==> src/rtl/hcm_hit_reader_pkg.sv <==
// hcm_hit_reader_pkg
//   Shared constants and types for the HCM/HIM hit reader: default widths and
//   latencies, the controller state encoding and a small width helper.
package hcm_hit_reader_pkg;

    localparam int HR_ROWINDEXBITS_HCM = 10;
    localparam int HR_ROWINDEXBITS_HIM = 8;
    localparam int HR_MAXHITNBITS      = 3;
    localparam int HR_HITINFOBITS      = 16;
    localparam int HR_NCOLS_HIM        = 128;
    localparam int HR_HCM_READLATENCY  = 4;
    localparam int HR_BRAM_READDELAY   = 2;
    localparam int HR_QUEUESIZE        = 4;

    typedef enum logic [2:0] {
        ST_IDLE,
        ST_HCM_WAIT,
        ST_HIM_WAIT,
        ST_EMIT,
        ST_DONE
    } hr_state_t;

    // Bits needed for a down-counter that is loaded with either latency.
    function automatic int wait_cnt_bits(input int a, input int b);
        int m;
        m = (a > b) ? a : b;
        return (m < 1) ? 1 : $clog2(m + 1);
    endfunction

endpackage

==> src/rtl/hcm_hit_reader_req_fifo.sv <==
// hcm_hit_reader_req_fifo
//   Synchronous request FIFO, power-of-two depth, registered occupancy count.
//   clk, reset : clock, synchronous active-high reset (flushes contents)
//   i_push     : write i_data (caller guarantees not full)
//   i_pop      : drop head entry (caller guarantees not empty)
//   o_data     : current head entry
//   o_count    : number of stored entries, 0..DEPTH
module hcm_hit_reader_req_fifo #(
    parameter int WIDTH = 10,
    parameter int DEPTH = 4
) (
    input  logic                     clk,
    input  logic                     reset,
    input  logic                     i_push,
    input  logic [WIDTH-1:0]         i_data,
    input  logic                     i_pop,
    output logic [WIDTH-1:0]         o_data,
    output logic [$clog2(DEPTH):0]   o_count
);

    localparam int PTRW = (DEPTH > 1) ? $clog2(DEPTH) : 1;

    logic [WIDTH-1:0]       r_mem [DEPTH];
    logic [PTRW-1:0]        r_wr_ptr;
    logic [PTRW-1:0]        r_rd_ptr;
    logic [$clog2(DEPTH):0] r_count;

    always_ff @(posedge clk) begin
        if (i_push) begin
            r_mem[r_wr_ptr] <= i_data;
        end
    end

    always_ff @(posedge clk) begin
        if (reset) begin
            r_wr_ptr <= '0;
            r_rd_ptr <= '0;
            r_count  <= '0;
        end else begin
            if (i_push) begin
                r_wr_ptr <= r_wr_ptr + 1'b1;
            end
            if (i_pop) begin
                r_rd_ptr <= r_rd_ptr + 1'b1;
            end
            if (i_push && !i_pop) begin
                r_count <= r_count + 1'b1;
            end else if (!i_push && i_pop) begin
                r_count <= r_count - 1'b1;
            end
        end
    end

    assign o_data  = r_mem[r_rd_ptr];
    assign o_count = r_count;

endmodule

==> src/rtl/hcm_hit_reader.sv <==
// hcm_hit_reader
//   Reads one HCM row per request (hit count + HIM address), fetches the HIM
//   row and streams its packed hits one per beat under valid/ready.
//   Request side : reqValid/reqRow in, reqReady out (FIFO not full)
//   HCM side     : hcmReadRow/hcmRowToRead out; hcmReadFinished,
//                  hcmReadNHits, hcmReadHIMAddress in
//   HIM side     : himReadEnable/himReadAddress out; himDataRead in
//   Hit stream   : hitValid/hitInfo/hitRow/hitLast out, hitReady in
//   Completion   : rowDone pulse with rowNHits/rowError; busy status
//   All outputs are registered; reset is synchronous active-high.
module hcm_hit_reader
    import hcm_hit_reader_pkg::*;
#(
    parameter int ROWINDEXBITS_HCM = HR_ROWINDEXBITS_HCM,
    parameter int ROWINDEXBITS_HIM = HR_ROWINDEXBITS_HIM,
    parameter int MAXHITNBITS      = HR_MAXHITNBITS,
    parameter int HITINFOBITS      = HR_HITINFOBITS,
    parameter int NCOLS_HIM        = HR_NCOLS_HIM,
    parameter int HCM_READLATENCY  = HR_HCM_READLATENCY,
    parameter int BRAM_READDELAY   = HR_BRAM_READDELAY,
    parameter int QUEUESIZE        = HR_QUEUESIZE
) (
    input  logic                        clk,
    input  logic                        reset,
    input  logic                        reqValid,
    input  logic [ROWINDEXBITS_HCM-1:0] reqRow,
    output logic                        reqReady,
    output logic                        hcmReadRow,
    output logic [ROWINDEXBITS_HCM-1:0] hcmRowToRead,
    input  logic                        hcmReadFinished,
    input  logic [MAXHITNBITS-1:0]      hcmReadNHits,
    input  logic [ROWINDEXBITS_HIM-1:0] hcmReadHIMAddress,
    output logic                        himReadEnable,
    output logic [ROWINDEXBITS_HIM-1:0] himReadAddress,
    input  logic [NCOLS_HIM-1:0]        himDataRead,
    output logic                        hitValid,
    output logic [HITINFOBITS-1:0]      hitInfo,
    output logic [ROWINDEXBITS_HCM-1:0] hitRow,
    output logic                        hitLast,
    input  logic                        hitReady,
    output logic                        rowDone,
    output logic [MAXHITNBITS-1:0]      rowNHits,
    output logic                        rowError,
    output logic                        busy
);

    localparam int MAXHITS = NCOLS_HIM / HITINFOBITS;
    localparam int QSB     = $clog2(QUEUESIZE) + 1;
    localparam int KW      = MAXHITNBITS + 1;
    localparam int WCW     = wait_cnt_bits(HCM_READLATENCY, BRAM_READDELAY);

    logic                        w_push;
    logic                        w_pop;
    logic [ROWINDEXBITS_HCM-1:0] w_head;
    logic [QSB-1:0]              w_count;
    logic [QSB-1:0]              w_count_next;
    logic [KW-1:0]               w_k_next;

    hr_state_t                   r_state;
    logic [WCW-1:0]              r_wait;
    logic [KW-1:0]               r_k;
    logic [KW-1:0]               r_n_emit;
    logic                        r_ovf;
    logic [NCOLS_HIM-1:0]        r_buf;
    logic [ROWINDEXBITS_HCM-1:0] r_cur_row;
    logic                        r_req_ready;
    logic                        r_hcm_read_row;
    logic [ROWINDEXBITS_HCM-1:0] r_hcm_row;
    logic                        r_him_read_en;
    logic [ROWINDEXBITS_HIM-1:0] r_him_addr;
    logic                        r_hit_valid;
    logic [HITINFOBITS-1:0]      r_hit_info;
    logic [ROWINDEXBITS_HCM-1:0] r_hit_row;
    logic                        r_hit_last;
    logic                        r_row_done;
    logic [MAXHITNBITS-1:0]      r_row_nhits;
    logic                        r_row_error;
    logic                        r_busy;

    assign w_push   = reqValid && r_req_ready;
    assign w_pop    = (r_state == ST_IDLE) && (w_count != '0);
    assign w_k_next = r_k + 1'b1;

    hcm_hit_reader_req_fifo #(
        .WIDTH (ROWINDEXBITS_HCM),
        .DEPTH (QUEUESIZE)
    ) u_req_fifo (
        .clk     (clk),
        .reset   (reset),
        .i_push  (w_push),
        .i_data  (reqRow),
        .i_pop   (w_pop),
        .o_data  (w_head),
        .o_count (w_count)
    );

    always_comb begin
        w_count_next = w_count;
        if (w_push && !w_pop) begin
            w_count_next = w_count + 1'b1;
        end else if (!w_push && w_pop) begin
            w_count_next = w_count - 1'b1;
        end
    end

    // Ready is registered from the next occupancy so it never lags a push.
    always_ff @(posedge clk) begin
        if (reset) begin
            r_req_ready <= 1'b1;
        end else begin
            r_req_ready <= (w_count_next < QSB'(QUEUESIZE));
        end
    end

    always_ff @(posedge clk) begin
        if (reset) begin
            r_state        <= ST_IDLE;
            r_wait         <= '0;
            r_k            <= '0;
            r_n_emit       <= '0;
            r_ovf          <= 1'b0;
            r_buf          <= '0;
            r_cur_row      <= '0;
            r_hcm_read_row <= 1'b0;
            r_hcm_row      <= '0;
            r_him_read_en  <= 1'b0;
            r_him_addr     <= '0;
            r_hit_valid    <= 1'b0;
            r_hit_info     <= '0;
            r_hit_row      <= '0;
            r_hit_last     <= 1'b0;
            r_row_done     <= 1'b0;
            r_row_nhits    <= '0;
            r_row_error    <= 1'b0;
            r_busy         <= 1'b0;
        end else begin
            r_hcm_read_row <= 1'b0;
            r_him_read_en  <= 1'b0;
            r_row_done     <= 1'b0;
            r_busy         <= 1'b1;

            case (r_state)
                ST_IDLE: begin
                    // Busy reflects the state/FIFO contents of the next cycle.
                    r_busy <= (w_count != '0) || w_push;
                    if (w_count != '0) begin
                        r_hcm_read_row <= 1'b1;
                        r_hcm_row      <= w_head;
                        r_cur_row      <= w_head;
                        r_wait         <= WCW'(HCM_READLATENCY);
                        r_state        <= ST_HCM_WAIT;
                    end
                end

                ST_HCM_WAIT: begin
                    if (r_wait != '0) begin
                        r_wait <= r_wait - 1'b1;
                    end else if (!hcmReadFinished) begin
                        r_row_done  <= 1'b1;
                        r_row_nhits <= '0;
                        r_row_error <= 1'b1;
                        r_state     <= ST_DONE;
                    end else if (hcmReadNHits == '0) begin
                        r_row_done  <= 1'b1;
                        r_row_nhits <= '0;
                        r_row_error <= 1'b0;
                        r_state     <= ST_DONE;
                    end else begin
                        r_him_read_en <= 1'b1;
                        r_him_addr    <= hcmReadHIMAddress;
                        r_wait        <= WCW'(BRAM_READDELAY);
                        if ({1'b0, hcmReadNHits} > KW'(MAXHITS)) begin
                            r_n_emit <= KW'(MAXHITS);
                            r_ovf    <= 1'b1;
                        end else begin
                            r_n_emit <= {1'b0, hcmReadNHits};
                            r_ovf    <= 1'b0;
                        end
                        r_state <= ST_HIM_WAIT;
                    end
                end

                ST_HIM_WAIT: begin
                    if (r_wait != '0) begin
                        r_wait <= r_wait - 1'b1;
                    end else begin
                        // First beat is taken straight from the BRAM output.
                        r_buf       <= himDataRead;
                        r_k         <= '0;
                        r_hit_valid <= 1'b1;
                        r_hit_info  <= himDataRead[HITINFOBITS-1:0];
                        r_hit_row   <= r_cur_row;
                        r_hit_last  <= (r_n_emit == KW'(1));
                        r_state     <= ST_EMIT;
                    end
                end

                ST_EMIT: begin
                    if (hitReady) begin
                        if (r_hit_last) begin
                            r_hit_valid <= 1'b0;
                            r_hit_last  <= 1'b0;
                            r_row_done  <= 1'b1;
                            r_row_nhits <= r_n_emit[MAXHITNBITS-1:0];
                            r_row_error <= r_ovf;
                            r_state     <= ST_DONE;
                        end else begin
                            r_k        <= w_k_next;
                            r_hit_info <= r_buf[w_k_next*HITINFOBITS +: HITINFOBITS];
                            r_hit_last <= ((w_k_next + 1'b1) == r_n_emit);
                        end
                    end
                end

                ST_DONE: begin
                    r_busy  <= (w_count != '0) || w_push;
                    r_state <= ST_IDLE;
                end

                default: begin
                    r_state <= ST_IDLE;
                end
            endcase
        end
    end

    assign reqReady       = r_req_ready;
    assign hcmReadRow     = r_hcm_read_row;
    assign hcmRowToRead   = r_hcm_row;
    assign himReadEnable  = r_him_read_en;
    assign himReadAddress = r_him_addr;
    assign hitValid       = r_hit_valid;
    assign hitInfo        = r_hit_info;
    assign hitRow         = r_hit_row;
    assign hitLast        = r_hit_last;
    assign rowDone        = r_row_done;
    assign rowNHits       = r_row_nhits;
    assign rowError       = r_row_error;
    assign busy           = r_busy;

endmodule

==> config.mk <==
export PLATFORM = sky130hd
export DESIGN_NAME = hcm_hit_reader
export DESIGN_NICKNAME = d
export VERILOG_FILES = /design/src/rtl/hcm_hit_reader_pkg.sv /design/src/rtl/hcm_hit_reader_req_fifo.sv /design/src/rtl/hcm_hit_reader.sv
export SDC_FILE = /design/constraint.sdc
export NUM_CORES = 1
export LEC_CHECK = 0
export CORE_AREA = 2 2 204 206
export CTS_BUF_LIST = sky130_fd_sc_hd__clkbuf_16
export DETAILED_ROUTE_END_ITERATION = 7
export DIE_AREA = 0 0 206 208
export DONT_BUFFER_PORTS = 1
export GPL_ROUTABILITY_DRIVEN = 0
export MAX_ROUTING_LAYER = met4
export PLACE_DENSITY = 0.46
export SLEW_MARGIN = 20
export SYNTH_ARGS = -nofsm -noshare
export SYNTH_HDL_FRONTEND = slang
export SYNTH_SLANG_ARGS = --single-unit
==> constraint.sdc <==
create_clock -name clk -period 6.9 [get_ports clk]
set_input_delay 1.38 -clock clk [delete_from_list [all_inputs] [get_ports clk]]
set_output_delay 1.38 -clock clk [all_outputs]
set_load 0.02 [all_outputs]
[After elaboration in Yosys (flattened, before gate mapping)]
Memories as Yosys holds them, arrays and structs flattened. A register that Yosys moved wholly into a read port is not among the register bits.
Cells that the tools add are included.
Word-level totals
  flip-flop bits (word level): 195
  latch bits: 0
  RAM bits: 40
  memory bits (read-only): 0
  input port bits: 154
  output and inout bits: 55
  word-level logic and storage cells: 136
  memories kept: 1
Memory list
  u_req_fifo.r_mem: words 4, width 10, rd ports 1, clocked after Yosys merged registers in 1, write ports 1, RTL line hcm_hit_reader_req_fifo.sv:23  | logic [WIDTH-1:0] r_mem [DEPTH];
Operators by class
  add/sub/neg operators: 7
  multipliers: 0
  divide/modulo/power cells: 0
  magnitude comparators: 2
  eq/ne operators: 16
  shift operators: 1
  mux-type cells: 57
  bitwise logic cells: 5
  reductions and logical operators: 26
Operators with widths (count)
  indexed part select 128 x 9 -> 16 bit: 1
  2-to-1 mux 3 bit: 19
  2-to-1 mux 16 bit: 3
  one-hot mux 16 bit (2 select lines): 1
  2-to-1 mux 1 bit: 22
  2-to-1 mux 4 bit: 4
  AND reduction 5 bit: 3
  != test 2 bit, second input constant: 6
  one-hot mux 3 bit (4 select lines): 1
  AND reduction 4 bit: 3
  != test 3 bit, second input constant: 3
  one-hot mux 3 bit (3 select lines): 1
  nonzero test 3 bit: 3
  adder 4 x 1 -> 4 bit, second input constant: 2
  one-hot mux 1 bit (2 select lines): 4
  one-hot mux 4 bit (2 select lines): 1
  == test 3 x 2 -> 1 bit, second input constant: 2
  logical NOT 3 bit: 2
  one-hot mux 3 bit (2 select lines): 1
  subtractor 3 x 1 -> 3 bit, second input constant: 2
  inverter 1 bit: 5
  adder 2 x 1 -> 2 bit, second input constant: 2
  == test 4 x 1 -> 1 bit, second input constant: 1
  == test 4 bit: 1
  other kinds (14): 21

[Longest topological paths before layout]
  depth in word-level cells: 6
  depth in mapped cells: 11
  depth with buffers taken out: 10

[Cells and area by module]
Synthesis repeated with hierarchy kept, for this count alone.
Second synthesis, totals
  cells, all modules: 1051
  area total of the unflattened synthesis: 10114.7 µm²
Modules (own cells, without submodules)
  hcm_hit_reader: times used 1, cells each 957, area an instance 8255.4 µm², sequential area each 3923.8 µm²
  hcm_hit_reader_req_fifo: times used 1, cells each 94, area an instance 1859.3 µm², sequential area each 1381.3 µm²

[Worst setup path before layout]
OpenSTA, ideal clock, no wires.
  kind: input-to-reg
  start: input hitReady
  end: register r_hit_info[0] (netlist: hitInfo[0])
  library setup time: 0.139 ns
  arrival: 2.450 ns
  required time: 6.761 ns
  slack: 4.311 ns
  cell stages on the path: 5
  path buffers: 2
  path through: and2_1 > o211ai_2 > clkbuf_1 > buf_1 > o221ai_1
On the way
  word-level cells in the longest chain between the ends: 2
Ends and longest elaborated chain
  start, declared: RTL line hcm_hit_reader.sv:40  | input logic hitReady,
  != test 2 bit (no line)
  AND reduction 4 bit (no line)
  end signal, assigned: RTL line hcm_hit_reader.sv:191  | r_hit_info <= himDataRead[HITINFOBITS-1:0];
  end signal, assigned: RTL line hcm_hit_reader.sv:209  | r_hit_info <= r_buf[w_k_next*HITINFOBITS +: HITINFOBITS];
  end, declared: RTL line hcm_hit_reader.sv:72  | logic [HITINFOBITS-1:0] r_hit_info;
No other way between the ends.
A chain may end at the register's enable or synchronous reset.

[Worst setup path in the final report]
  start: register r_wait[0]
  end: register r_buf[118]
On the way
  word-level cells in the longest chain between the ends: 3
Ends and longest elaborated chain
  start, declared: RTL line hcm_hit_reader.sv:60  | logic [WCW-1:0] r_wait;
  start signal, assigned: RTL line hcm_hit_reader.sv:150  | r_wait <= WCW'(HCM_READLATENCY);
  start signal, assigned: RTL line hcm_hit_reader.sv:157  | r_wait <= r_wait - 1'b1;
  start signal, assigned: RTL line hcm_hit_reader.sv:171  | r_wait <= WCW'(BRAM_READDELAY);
  nonzero test 3 bit: RTL line hcm_hit_reader.sv:184  | if (r_wait != '0) begin
  inverter 1 bit (no line)
  AND reduction 2 bit (no line)
  end signal, assigned: RTL line hcm_hit_reader.sv:188  | r_buf <= himDataRead;
  end, declared: RTL line hcm_hit_reader.sv:64  | logic [NCOLS_HIM-1:0] r_buf;
No other way between the ends.

==> results.json <==
{
  "synth_top_area_share_pct": 40.32,
  "post-route-cell-area_um2": 11330,
  "postSynth.asyncResetShare_pct": 0,
  "num_rows": 74,
  "yosysUniqueCellTypes": 46,
  "critical-path-top-delay-family": "simple AND/OR/NAND/NOR gates",
  "hold_viol": 0,
  "yosysWarnings": 0,
  "drive_gt1_share_pct": 9.863,
  "grt_max_degree": 206,
  "holdBufCountCts": 0,
  "synth-edff-count": 40,
  "drv_cap": 0,
  "yosys-top-cells-count": "nand2_1, dfxtp_1, a21oi_1",
  "initial_core_util_pct": 24.85,
  "slew-limit-headroom_pct": 31.74,
  "fin_skew_ps": 41.49,
  "yosysMostFrequentCell": "nand2_1",
  "hpwl_mm": 22.03,
  "r2r_slack_ps": 3990,
  "cp.arrival_ps": 3430,
  "syn-cell-area_um2": 10080,
  "syn_nets": 1214,
  "insertion_delay_ps": 580,
  "cp_max_fo": 87,
  "overflow": 0,
  "dpl_cell_area_um2": 10470,
  "drc": 0,
  "die_h_um": 208,
  "cts_setup_buffers": 0,
  "critPathBufInv": 2,
  "final-max-slew-violation-count": 0,
  "grt_pass1_vias": 7274,
  "crit_slowest_cell": "and2_4",
  "cts_buffer_depth": 3,
  "die_area_um2": 42850,
  "yosys_register_bits": 243,
  "max_stage_delay_ps": 820,
  "p_leak_nw": 3.686,
  "holdCritPathClass": "reg2reg",
  "syn-mean-instance-area_um2": 9.626,
  "final-setup-viol-count": 0,
  "path_class": "reg2reg",
  "clk_pin_slew_ps": 60,
  "pin_count": 209,
  "first_pass_iters": 4,
  "fmax_ghz": 0.3433,
  "post-route-min-period_ps": 2913,
  "tightest_slew_ps": 1024,
  "netlist_instances": 1047,
  "vias_per_cell": 4.679,
  "die_x_um": 206,
  "cts_resized": 0,
  "setup_tns_ps": 0,
  "antenna_found_initial": 6,
  "peakVddDrop_mv": 0.1998,
  "core_area_um2": 40550,
  "port_buffers": 0,
  "synthFlopType": "dfxtp_1",
  "htreeDepth": 1,
  "min_period_over_period_pct": 42.21,
  "drt_iter0_drc": 566,
  "cts-root-buf": "clkbuf_16",
  "status": "complete, no violations",
  "yosys-top-cells-area": "dfxtp_1, nand2_1, edfxtp_1, mux4_2, a21oi_1",
  "cp_cell_sequence": "inv_1, ha_1, nor3b_2, and2_4, buf_4, nand2_1, a21oi_1",
  "end_kind": "flip-flop",
  "cts_tree": "done",
  "powerDensity_nw_per_um2": 337.6,
  "ant_nets": 0,
  "num_vias": 7295,
  "synth_top_area_cell": "dfxtp_1",
  "grt_pass1_wl_mm": 47.13,
  "wl_per_cell_um": 20.15,
  "routed_wl_mm": 31.41,
  "critPathRequiredTime_ps": 7410,
  "grt_use_total_pct": 14.90,
  "fin_nets": 1172,
  "cp-start-kind": "flip-flop",
  "yosysSeqAreaShare_pct": 52.24,
  "cts_buffers": 28,
  "rsz0062_at_grt": "false",
  "cts_sinks": 243,
  "syn_to_final_growth_pct": 12.44
}
worst paths after layout:
check | from | to | cells after the start
max reg2reg | r_wait[0] | r_buf[118] | 7
max | r_wait[0] | r_buf[118] | 7
min | r_buf[31] | r_buf[31] | 2
min reg2reg | r_buf[31] | r_buf[31] | 2
cell usage in the layout, fill, tap and decap left out, types with 6 or more instances in the layout:
master,Yosys,final
edfxtp_1,40,40
nand3_1,8,8
nor3_1,7,7
and3_1,6,6
o221ai_1,6,6
mux2i_1,29,29
dfxtp_1,203,202
clkbuf_16,0,28
nor2_1,27,27
a21oi_1,164,164
o21ai_0,7,7
nand2_1,333,332
clkinv_1,0,8
o221ai_2,10,10
buf_4,0,6
ha_1,13,12
nand3b_1,18,18
mux4_2,42,42
inv_1,11,20
through the flow:
step           setup slack (ps)  hold slack (ps)  util (%)  power (mW)  instances
4_1_cts                    3920            451.5     27.92       3.890       1556
3_5_place_dp               3892            443.1     25.81       2.457       1507
5_1_grt                    3661            470.2     27.94       4.030       1559
6_report                   3987            452.0     27.94       3.826       1559
3_3_place_gp               3911            439.0     25.81       2.450       1507
2_1_floorplan              4311            433.1         -       2.279       1047
state kept, by name, summed over array words and instances, names as in the netlist:
name	count
u_req_fifo.r_mem	40
u_req_fifo.r_rd_ptr	2
r_buf	128
hcmReadRow	1
rowDone	1
r_state	3
hitInfo	16
himReadAddress	8
reqReady	1
r_wait	3
himReadEnable	1
hitLast	1
busy	1
hitRow	10
u_req_fifo.r_wr_ptr	2
u_req_fifo.o_count	3
r_k	4
hcmRowToRead	10
hitValid	1
rowError	1
r_n_emit	3
rowNHits	3
per-layer routing:
layer | routed length [µm] | global-route usage [%] | up-vias
met5 | 0 | - | -
met4 | 641 | 3.941 | 0
met3 | 2449 | 4.355 | 38
met2 | 14010 | 21.96 | 158
met1 | 14300 | 19.88 | 3580
li1 | - | - | 3519
worst min-delay path, cell delays in order, from the launching register on:
cell and delay (ps):
dfxtp_1 300, nand2_1 50, a21oi_1 50
area by class of cell:
type / instances / area (µm²)
inverter: 11 / 41.29
clock buffer: 28 / 700.7
fill: 4303 / 29220
multi-input combinational: 715 / 4448
clock inverter: 21 / 157.7
timing repair buffer: 6 / 45.04
antenna: 3 / 7.507
sequential: 243 / 5266
tap: 532 / 665.6
cell families (layout without fill, tap and decap cells):
| kind of cell | count (synthesis) | count (layout) | synth area share, % |
|---|---|---|---|
| and+or+nand+nor | 420 | 420 | 17.47 |
| AOI/OAI and AO/OA | 200 | 200 | 11.55 |
| muxes | 71 | 71 | 12.27 |
| buffers and inverters | 89 | 66 | 3.836 |
| DFF | 243 | 243 | 52.24 |
| adders and majority gates | 13 | 13 | 1.614 |
| xor gates and xnor gates | 11 | 11 | 1.030 |
| other | 0 | 3 | 0 |
power breakdown:
part	switching [mW]	internal [mW]	leakage [nW]
Clock	0.604	0.805	0.449
Combinational	0.374	0.236	1.23
Sequential	0.204	1.60	2.01
Power figures use the tool's default switching activity.
